`config.mk`:
```
export PLATFORM = sky130hd
export DESIGN_NAME = day10_machine_parser
export DESIGN_NICKNAME = d
export VERILOG_FILES = /design/src/rtl/day10_pkg.sv /design/src/rtl/day10_machine_parser_acc.sv /design/src/rtl/day10_machine_parser.sv
export SDC_FILE = /design/constraint.sdc
export NUM_CORES = 1
export LEC_CHECK = 0
export CORE_ASPECT_RATIO = 0.7
export CORE_MARGIN = 2
export CORE_UTILIZATION = 30
export DETAILED_ROUTE_END_ITERATION = 7
export PLACE_DENSITY = 0.55
export SLEW_MARGIN = 40
export SYNTH_ARGS = -nofsm -noshare
export SYNTH_HDL_FRONTEND = slang
export SYNTH_SLANG_ARGS = --single-unit
export TNS_END_PERCENT = 10
```
`constraint.sdc`:
```
create_clock -name clk -period 3.61 [get_ports clk]
set_clock_uncertainty 0.05 [all_clocks]
set_input_delay 0.5415 -clock clk [delete_from_list [all_inputs] [get_ports clk]]
set_output_delay 0.5415 -clock clk [all_outputs]
set_load 0.005 [all_outputs]
```
`src/rtl/day10_pkg.sv`:
```
// Shared types and constants for the Day 10 machine-description parser.
package day10_pkg;

  typedef enum logic [2:0] {
    SEEK_LIGHTS,
    LIGHTS,
    SEEK_GROUP,
    BUTTON_IDX,
    SKIP_EOL,
    HOLD
  } state_t;

  localparam logic [7:0] CH_LBRACK = 8'h5B;  // [
  localparam logic [7:0] CH_RBRACK = 8'h5D;  // ]
  localparam logic [7:0] CH_LPAREN = 8'h28;  // (
  localparam logic [7:0] CH_RPAREN = 8'h29;  // )
  localparam logic [7:0] CH_LBRACE = 8'h7B;  // {
  localparam logic [7:0] CH_COMMA  = 8'h2C;  // ,
  localparam logic [7:0] CH_HASH   = 8'h23;  // #
  localparam logic [7:0] CH_DOT    = 8'h2E;  // .
  localparam logic [7:0] CH_NL     = 8'h0A;  // \n
  localparam logic [7:0] CH_0      = 8'h30;  // 0
  localparam logic [7:0] CH_9      = 8'h39;  // 9

  // Bits needed to hold a count in 0..n.
  function automatic int count_w(int n);
    return (n <= 1) ? 1 : $clog2(n + 1);
  endfunction

  // The button index accumulator carries 4 extra bits so a two-digit index
  // out of range is still representable before it saturates.
  function automatic int acc_w(int max_lights);
    return count_w(max_lights) + 4;
  endfunction

endpackage

```
`src/rtl/day10_machine_parser_acc.sv`:
```
// Saturating decimal accumulator: value = value*10 + digit per strobe.
module ascii_decimal_accumulator #(
  parameter int W = 8
) (
  input  logic         clk,
  input  logic         rst_n,
  input  logic         clear,
  input  logic         digit_vld,
  input  logic [3:0]   digit,
  output logic [W-1:0] value
);

  localparam int PW = W + 4;

  // value*10+9 < 16*2^W, so PW bits never overflow before the saturation test.
  logic [PW-1:0] prod;
  assign prod = (PW'(value) << 3) + (PW'(value) << 1) + PW'(digit);

  always_ff @(posedge clk) begin
    if (!rst_n || clear)
      value <= '0;
    else if (digit_vld)
      value <= (|prod[PW-1:W]) ? '1 : prod[W-1:0];
  end

endmodule

```
`src/rtl/day10_machine_parser.sv`:
```
// Parses one Day 10 machine line per description and holds it until accepted.
// Optional DAY10_PARSE_ERROR_EN adds a sticky parse_error output.
module day10_machine_parser
  import day10_pkg::*;
#(
  parameter int MAX_NUM_LIGHTS    = 10,
  parameter int MAX_NUM_BUTTONS   = 13,
  parameter int MAX_NUM_LIGHTS_W  = count_w(MAX_NUM_LIGHTS),
  parameter int MAX_NUM_BUTTONS_W = count_w(MAX_NUM_BUTTONS),
  parameter int AXI_DATA_WIDTH    = 8
) (
  input  logic                          clk,
  input  logic                          rst_n,
  input  logic [AXI_DATA_WIDTH-1:0]     char_tdata,
  input  logic                          char_tvalid,
  output logic                          char_tready,
  input  logic                          char_tlast,
  output logic [MAX_NUM_LIGHTS_W-1:0]   num_lights,
  output logic [MAX_NUM_LIGHTS-1:0]     target_lights_arrangement,
  output logic [MAX_NUM_BUTTONS_W-1:0]  num_buttons,
  output logic [MAX_NUM_BUTTONS-1:0][MAX_NUM_LIGHTS-1:0] buttons,
  output logic                          machine_valid,
  output logic                          machine_last,
  input  logic                          machine_accept,
  output logic [15:0]                   lines_parsed
`ifdef DAY10_PARSE_ERROR_EN
  ,
  output logic                          parse_error
`endif
);

  localparam int ACC_W = acc_w(MAX_NUM_LIGHTS);
  localparam logic [MAX_NUM_LIGHTS-1:0] ONE_HOT0 = 1;

  state_t state, state_n;
  logic [MAX_NUM_LIGHTS_W-1:0]  num_lights_n;
  logic [MAX_NUM_LIGHTS-1:0]    target_n;
  logic [MAX_NUM_BUTTONS_W-1:0] num_buttons_n;
  logic [MAX_NUM_BUTTONS-1:0][MAX_NUM_LIGHTS-1:0] buttons_n;
  logic last_n, have_digit, have_digit_n;
  logic acc_clr, acc_dig, set_bit, err_set, err_clr;
  logic [ACC_W-1:0] acc_val;
  logic [7:0] ch;
  logic fire, is_digit, lights_room, buttons_room, idx_ok;

  assign ch           = char_tdata[7:0];
  assign char_tready  = rst_n && (state != HOLD);
  assign fire         = char_tvalid && char_tready;
  assign is_digit     = (ch >= CH_0) && (ch <= CH_9);
  assign lights_room  = num_lights < MAX_NUM_LIGHTS_W'(MAX_NUM_LIGHTS);
  assign buttons_room = num_buttons < MAX_NUM_BUTTONS_W'(MAX_NUM_BUTTONS);
  assign idx_ok       = acc_val < ACC_W'(num_lights);
  assign machine_valid = (state == HOLD);

  ascii_decimal_accumulator #(.W(ACC_W)) u_acc (
    .clk       (clk),
    .rst_n     (rst_n),
    .clear     (acc_clr),
    .digit_vld (acc_dig),
    .digit     (ch[3:0]),
    .value     (acc_val)
  );

  always_comb begin
    state_n       = state;
    num_lights_n  = num_lights;
    target_n      = target_lights_arrangement;
    num_buttons_n = num_buttons;
    buttons_n     = buttons;
    last_n        = machine_last;
    have_digit_n  = have_digit;
    acc_clr       = 1'b0;
    acc_dig       = 1'b0;
    set_bit       = 1'b0;
    err_set       = 1'b0;
    err_clr       = 1'b0;
    if (state == HOLD) begin
      if (machine_accept) state_n = SEEK_LIGHTS;
    end else if (fire) begin
      case (state)
        SEEK_LIGHTS: if (ch == CH_LBRACK) begin
          num_lights_n  = '0;
          target_n      = '0;
          num_buttons_n = '0;
          buttons_n     = '0;
          last_n        = 1'b0;
          acc_clr       = 1'b1;
          err_clr       = 1'b1;
          state_n       = LIGHTS;
        end
        LIGHTS: begin
          if (ch == CH_DOT || ch == CH_HASH) begin
            if (lights_room) begin
              if (ch == CH_HASH) target_n = target_lights_arrangement | (ONE_HOT0 << num_lights);
              num_lights_n = num_lights + MAX_NUM_LIGHTS_W'(1);
            end else begin
              err_set = 1'b1;
            end
          end else if (ch == CH_RBRACK) begin
            state_n = SEEK_GROUP;
          end else begin
            err_set = 1'b1;
          end
        end
        SEEK_GROUP: begin
          if (ch == CH_LPAREN) begin
            acc_clr      = 1'b1;
            have_digit_n = 1'b0;
            state_n      = BUTTON_IDX;
          end else if (ch == CH_LBRACE) begin
            state_n = SKIP_EOL;
          end else if (ch == CH_NL) begin
            state_n = HOLD;
          end
        end
        BUTTON_IDX: begin
          if (is_digit) begin
            acc_dig      = 1'b1;
            have_digit_n = 1'b1;
          end else if (ch == CH_COMMA || ch == CH_RPAREN) begin
            // "()" carries no index, so only a seen digit may set a bit.
            if (have_digit) begin
              if (idx_ok && buttons_room) set_bit = 1'b1;
              else                        err_set = 1'b1;
            end
            acc_clr      = 1'b1;
            have_digit_n = 1'b0;
            if (ch == CH_RPAREN) begin
              if (buttons_room) num_buttons_n = num_buttons + MAX_NUM_BUTTONS_W'(1);
              else              err_set = 1'b1;
              state_n = SEEK_GROUP;
            end
          end else begin
            err_set = 1'b1;
          end
        end
        SKIP_EOL: if (ch == CH_NL) state_n = HOLD;
        default: ;
      endcase
      if (char_tlast) begin
        state_n = HOLD;
        last_n  = 1'b1;
      end
    end
    for (int b = 0; b < MAX_NUM_BUTTONS; b++)
      if (set_bit && b == int'(num_buttons))
        buttons_n[b] = buttons[b] | (ONE_HOT0 << acc_val);
  end

  always_ff @(posedge clk) begin
    if (!rst_n) begin
      state                     <= SEEK_LIGHTS;
      num_lights                <= '0;
      target_lights_arrangement <= '0;
      num_buttons               <= '0;
      buttons                   <= '0;
      machine_last              <= 1'b0;
      have_digit                <= 1'b0;
      lines_parsed              <= '0;
    end else begin
      state                     <= state_n;
      num_lights                <= num_lights_n;
      target_lights_arrangement <= target_n;
      num_buttons               <= num_buttons_n;
      buttons                   <= buttons_n;
      machine_last              <= last_n;
      have_digit                <= have_digit_n;
      if (state == HOLD && machine_accept) lines_parsed <= lines_parsed + 16'd1;
    end
  end

`ifdef DAY10_PARSE_ERROR_EN
  always_ff @(posedge clk) begin
    if (!rst_n)       parse_error <= 1'b0;
    else if (err_clr) parse_error <= 1'b0;
    else if (err_set) parse_error <= 1'b1;
  end
`else
  logic unused_err;
  assign unused_err = err_set | err_clr;
`endif

endmodule

```
==> metrics.csv, run 1 <==
stage,metric,value,unit
outcome,status,"complete, no violations",
logic_synthesis,yosysUniqueCellTypes,75,
timing,fin_crit_sh,0.840,
logic_synthesis,yosysWarnings,0,
drt,drt-initial-drc-count,407,
pwr,cellLeakagePower,3.81,nW
clock_tree,cts-buffers-inserted,17,
logic_synthesis,syn-cell-area,7620,um2
pwr,pwr-share-seq,0.482,
logic_synthesis,synth_seq_cells,177,
clock_tree,cts_max_path_buffers,2,
placed_design,place_congestion,0.813,
global_routing,grtUsageTotal,0.174,
floorplan,io_pins,180,
placed_design,dp_hpwl,17500,um
pwr,irDropWorstVdd,0.000269,V
floorplan,die-area,26700,um2
pwr,p_sw,1.04,mW
floorplan,core,24800,um2
cells_and_area,drive_gt1_frac,0.108,
timing,finalSetupViolCount,0,
setup_path,cp.arrival,3280,ps
drt,vias,6648,
pwr,netSwitchingFraction,0.255,
floorplan,rows,48,
timing,worst_pin_slew,781,ps
drt,route.detailed.drc,0,
global_routing,grt_antenna_before_repair,0,
logic_synthesis,yosysSeqAreaShare,0.465,
global_routing,grt_first_pass_wirelength,36300,um
pwr,p_per_area,387,nW/um2
flow_run,drv_cap,0,
clock_tree,cts_sinks,177,
global_routing,grt_max_degree,45,
logic_synthesis,synth_nets,804,
logic_synthesis,synth-async-reset-ratio,0,
cells_and_area,final_cell_mix,"clkdlybuf4s50_1 (179), dfxtp_1 (177), a22o_1 (99)",
clock_tree,root_buffer,clkbuf_16,
cells_and_area,area_delta_synth_final,38.2,%
floorplan,dieWidth,194,um
floorplan,die_h,137,um
timing,hold_slack,404,ps
pwr,p_comb_frac,0.043,
floorplan,initial_core_util,0.307,
global_routing,grt-ovfl-total,0,
timing,hold_viol,0,
setup_path,end_kind,flop,
cells_and_area,antennaDiodeCount,0,
cells_and_area,nets,985,
logic_synthesis,synth_edf_count,0,
clock_tree,tritoncts,done,
clock_tree,cts.clk_slew.worst_paths,70,ps
setup_path,required,3860,ps
logic_synthesis,syn_inst,759,
timing,max_freq,330,MHz
logic_synthesis,synth_ff_type,dfxtp_1,
pwr,clkPwrFrac,0.475,
setup_path,start_kind,input port,
setup_path,critical_path_class,input port to flop,
clock_tree,cts_max_level,4,
drt,wl_per_cell,18.5,um
drt,totalWireLength,23700,um
cells_and_area,layout_commonest_cell,clkdlybuf4s50_1,
min_path,hp-class,flop to flop,
clock_tree,cts-resized-gates,0,
drt,final_antenna_net_count,0,
placed_design,io_buffers,179,
clock_tree,ctsHoldBuffers,0,
timing,relSlewSlack,0.479,
timing,slew_viol_final,0,
timing,min_period,3030,ps
drt,first_pass_iters,6,
timing,setup_tns,0,ps
setup_path,path_max_fanout,8,
clock_tree,post_cts_buffers,0,
global_routing,grt_pass1_vias,6118,
timing,rsz0062_at_grt,false,
pwr,p_int,3.03,mW
clock_tree,worstSkewPairLatency,440,ps
logic_synthesis,syn_avg_cell_area,10.0,um2
drt,via_per_inst,5.20,
## final timing paths
path / from / end / slack, ps / cells after the start
worst min register to register: buttons[99] / buttons[99] / 400 / 2
worst max-delay path: char_tdata[3] / u_acc.value[6] / 580 / 8
worst min-delay path: buttons[99] / buttons[99] / 400 / 2
worst max register to register: u_acc.value[2] / u_acc.value[6] / 610 / 7
## per-stage QoR
| step | std cells | power, mW | setup slack (ps) | area, um2 | util |
|---|---|---|---|---|---|
| after floorplan | 759 | 2.11 | 893 | 7620 | - |
| after global placement | 1245 | 2.18 | 225 | 9870 | 0.398 |
| after detailed placement | 1245 | 2.18 | 137 | 9890 | 0.399 |
| after CTS | 1277 | 4.12 | 617 | 10500 | 0.424 |
| after global routing | 1278 | 4.20 | 448 | 10500 | 0.425 |
| final | 1278 | 4.07 | 576 | 10500 | 0.425 |
## cells by family (layout without fill, tap and decap cells)
logic type / Yosys count / after routing / synth area share
buf+inv: 69 / 263 / 0.0389
fa+ha+maj: 32 / 32 / 0.0545
flops: 177 / 177 / 0.465
simple gates: 211 / 211 / 0.163
compound gates: 253 / 253 / 0.259
mux: 1 / 1 / 0.00148
xor+xnor: 16 / 16 / 0.0184
## synthesized netlist by cell type (all sizes together) (13+ instances only)
| cell | instances | area [um2] |
|---|---|---|
| dfxtp | 177 | 3540 |
| a21oi | 50 | 250 |
| inv | 21 | 78.8 |
| a22o | 99 | 867 |
| nor3 | 26 | 140 |
| a31oi | 13 | 81.3 |
| clkbuf | 31 | 116 |
| nand2 | 55 | 206 |
| buf | 17 | 101 |
| ha | 30 | 375 |
| o31ai | 26 | 220 |
| o211ai | 14 | 124 |
| nor2 | 38 | 158 |
## layer usage
layer	GRT usage	vias to the layer above	wire length [um]
met5	0	-	0
met4	0.0453	0	267
met3	0.0333	16	1140
met2	0.249	182	9990
met1	0.265	3219	12300
li1	-	3231	-
## state kept, by name (all words and copies together), names as in the netlist
| register | flops |
|---|---|
| have_digit | 1 |
| target_lights_arrangement | 10 |
| num_buttons | 4 |
| u_acc.value | 8 |
| lines_parsed | 16 |
| state | 3 |
| machine_last | 1 |
| buttons | 130 |
| num_lights | 4 |
## worst max-delay path, stage by stage
cell and delay (ps):
clkdlybuf4s50_1 450, fa_1 550, fa_1 500, a21oi_1 190
or4_1 130, o311ai_0 190, nor4_4 580, a21oi_1 150
## cell type report
type                            instances  area [um2]
Timing Repair Buffer                  210        2060
Clock buffer                           17         425
Fill cell                            2382       14300
Inverter                               21        78.8
Clock inverter                         15         203
Tap cell                              325         407
Sequential cell                       177        3540
Multi-Input combinational cell        513        3810
## power groups by stage
stage / clock network, mW / logic (mW) / registers, mW
after floorplan: 0 / 0.104 / 2.00
after global placement: 0 / 0.173 / 2.01
after detailed placement: 0 / 0.173 / 2.01
after CTS: 1.98 / 0.174 / 1.96
after global routing: 2.05 / 0.191 / 1.96
final: 1.93 / 0.174 / 1.96
No activity file was read; power rests on OpenSTA's default activity.
==> inputs of run 2 (changes only) <==
clock period = 3.2 ns   (was 3.61 ns; I/O delays follow)
==> run 2 against run 1 <==
Clock power increased by 12%; cell count grew 0.31%; routed wire length barely moved; largest cell class unchanged.
==> metrics.csv, run 2 (synthesis gave the netlist of run 1 again) <==
stage,metric,value,unit,change
cells_and_area,final_cells,1282,,+0.31%
drt,totalWireLength,23700,um,about the same
placed_design,place_congestion,0.821,,+1.0%
floorplan,die-area,26700,um2,unchanged
clock_tree,cts_max_path_buffers,2,,unchanged
timing,max_freq,357,MHz,
clock_tree,cts-buffers-inserted,17,,unchanged
cells_and_area,area_delta_synth_final,38.5,%,
timing,hold_viol,0,,unchanged
drt,wl_per_cell,18.5,um,-0.26%
placed_design,place_inst,1250,,+0.40%
flow_run,drv_cap,0,,unchanged
cells_and_area,nets,989,,+0.41%
cells_and_area,largest_reg_flops,130,,unchanged
placed_design,dp_hpwl,17200,um,-1.5%
cells_and_area,finish.instance_area,10600,um2,+0.21%
global_routing,grt-ovfl-total,0,,unchanged
floorplan,initial_core_util,0.307,,unchanged
outcome,status,"complete, no violations",,
global_routing,grt_pass1_vias,6008,,-1.8%
setup_path,reg2reg_depth,7,,unchanged
setup_path,required,3510,ps,-350 ps
drt,first_pass_iters,5,,-1
clock_tree,cts.clk_slew.worst_paths,70,ps,about the same
drt,drt-initial-drc-count,513,,+26%
floorplan,die_h,137,um,unchanged
setup_path,cp-endpoint,u_acc.value[6],,
global_routing,grtUsageTotal,0.175,,+0.000421
clock_tree,cts-resized-gates,0,,unchanged
timing,slew_viol_final,0,,unchanged
floorplan,io_pins,180,,unchanged
timing,hold_slack,401,ps,-2.56 ps
cells_and_area,final_cell_mix,"clkdlybuf4s50_1 (179), dfxtp_1 (177), a22o_1 (99)",,
setup_path,path_max_fanout,8,,unchanged
pwr,irDropWorstVdd,0.000236,V,-13%
drt,route.detailed.drc,0,,unchanged
setup_path,startpoint,char_tdata[3],,
clock_tree,ctsHoldBuffers,0,,unchanged
clock_tree,cts_sinks,177,,unchanged
clock_tree,post_cts_buffers,0,,unchanged
placed_design,io_buffers,179,,unchanged
placed_design,post_dp_cell_area,9920,um2,+0.25%
timing,min_period,2800,ps,
clock_tree,cts_max_level,4,,unchanged
min_path,hp-class,flop to flop,,
cells_and_area,reg_top3,"buttons: 130 flops, lines_parsed: 16 flops, target_lights_arrangement: 10 flops",,
floorplan,dieWidth,194,um,unchanged
setup_path,cp.arrival,3120,ps,-160 ps
cells_and_area,layout_commonest_cell,clkdlybuf4s50_1,,
timing,relSlewSlack,0.469,,-0.0101
drt,final_antenna_net_count,0,,unchanged
clock_tree,tritoncts,done,,
floorplan,core,24800,um2,unchanged
clock_tree,worstSkewPairLatency,430,ps,about the same
cells_and_area,fillCellCount,2435,,+2.2%
floorplan,rows,48,,unchanged
pwr,p_per_area,434,nW/um2,+12%
cells_and_area,drive_gt1_frac,0.112,,+0.00373
drt,vias,6611,,-0.56%
cells_and_area,antennaDiodeCount,0,,unchanged
global_routing,grt_max_degree,131,,+190%
timing,setup_tns,0,ps,unchanged
pwr,cellLeakagePower,3.80,nW,-0.11%
cells_and_area,regMostFlops,buttons,,
global_routing,grt_first_pass_wirelength,36500,um,+0.57%
setup_path,reg2reg_slack,410,ps,-200 ps
cells_and_area,utilization,0.425,,+0.000908
timing,fin_crit_sh,0.876,,
global_routing,grt_antenna_before_repair,0,,unchanged
timing,rsz0062_at_grt,false,,
setup_path,rr_endpoint,u_acc.value[6],,
setup_path,start_kind,input port,,
timing,finalSetupViolCount,0,,unchanged
setup_path,r2r-start,u_acc.value[2],,
clock_tree,root_buffer,clkbuf_16,,
timing,worst_pin_slew,796,ps,+15.2 ps
setup_path,end_kind,flop,,
drt,via_per_inst,5.16,,-0.87%
setup_path,critical_path_class,input port to flop,,
[run 2: final cells by class]
cell class                      count  area, um2  area share
Timing Repair Buffer              214       2090       0.198
Clock buffer                       17        425      0.0403
Tap cell                          325        407      0.0385
Multi-Input combinational cell    513       3800       0.360
Clock inverter                     15        205      0.0194
Sequential cell                   177       3540       0.336
Inverter                           21       78.8     0.00747
[run 2: per-stage QoR]
stage,setup WS (ps),power (mW)
after detailed placement,-34.7,2.46
after global routing,211,4.75
after floorplan,544,2.38
final,395,4.58
after global placement,34.9,2.46
after CTS,417,4.62
[run 2: worst min-delay path by stage]
stage / startpoint / endpoint / cells after the start
6_report: buttons[119] / buttons[119] / 2
5_1_grt: buttons[119] / buttons[119] / 2
4_1_cts: buttons[119] / buttons[119] / 2
3_5_place_dp: buttons[119] / buttons[119] / 2
3_3_place_gp: buttons[119] / buttons[119] / 2
2_1_floorplan: have_digit / have_digit / 2
[run 2: critical path, cell delays in order]
cell and delay (ps):
clkdlybuf4s50_1 460, fa_1 550, ha_1 320, a211oi_1 80, or2_2 350, a31oi_1 540
nor3_1 180, a21oi_1 170
[run 2: metal layers]
metal / wire, um / GRT usage / up-vias
met5: 0 / 0 / -
met4: 138 / 0.0423 / 0
met3: 1160 / 0.0306 / 8
met2: 9970 / 0.242 / 171
met1: 12400 / 0.274 / 3189
li1: - / - / 3243
[run 2: power breakdown]
group          switching [mW]  internal (mW)
clock network            1.03           1.14
logic                   0.121         0.0722
registers              0.0127           2.20
total                    1.16           3.42
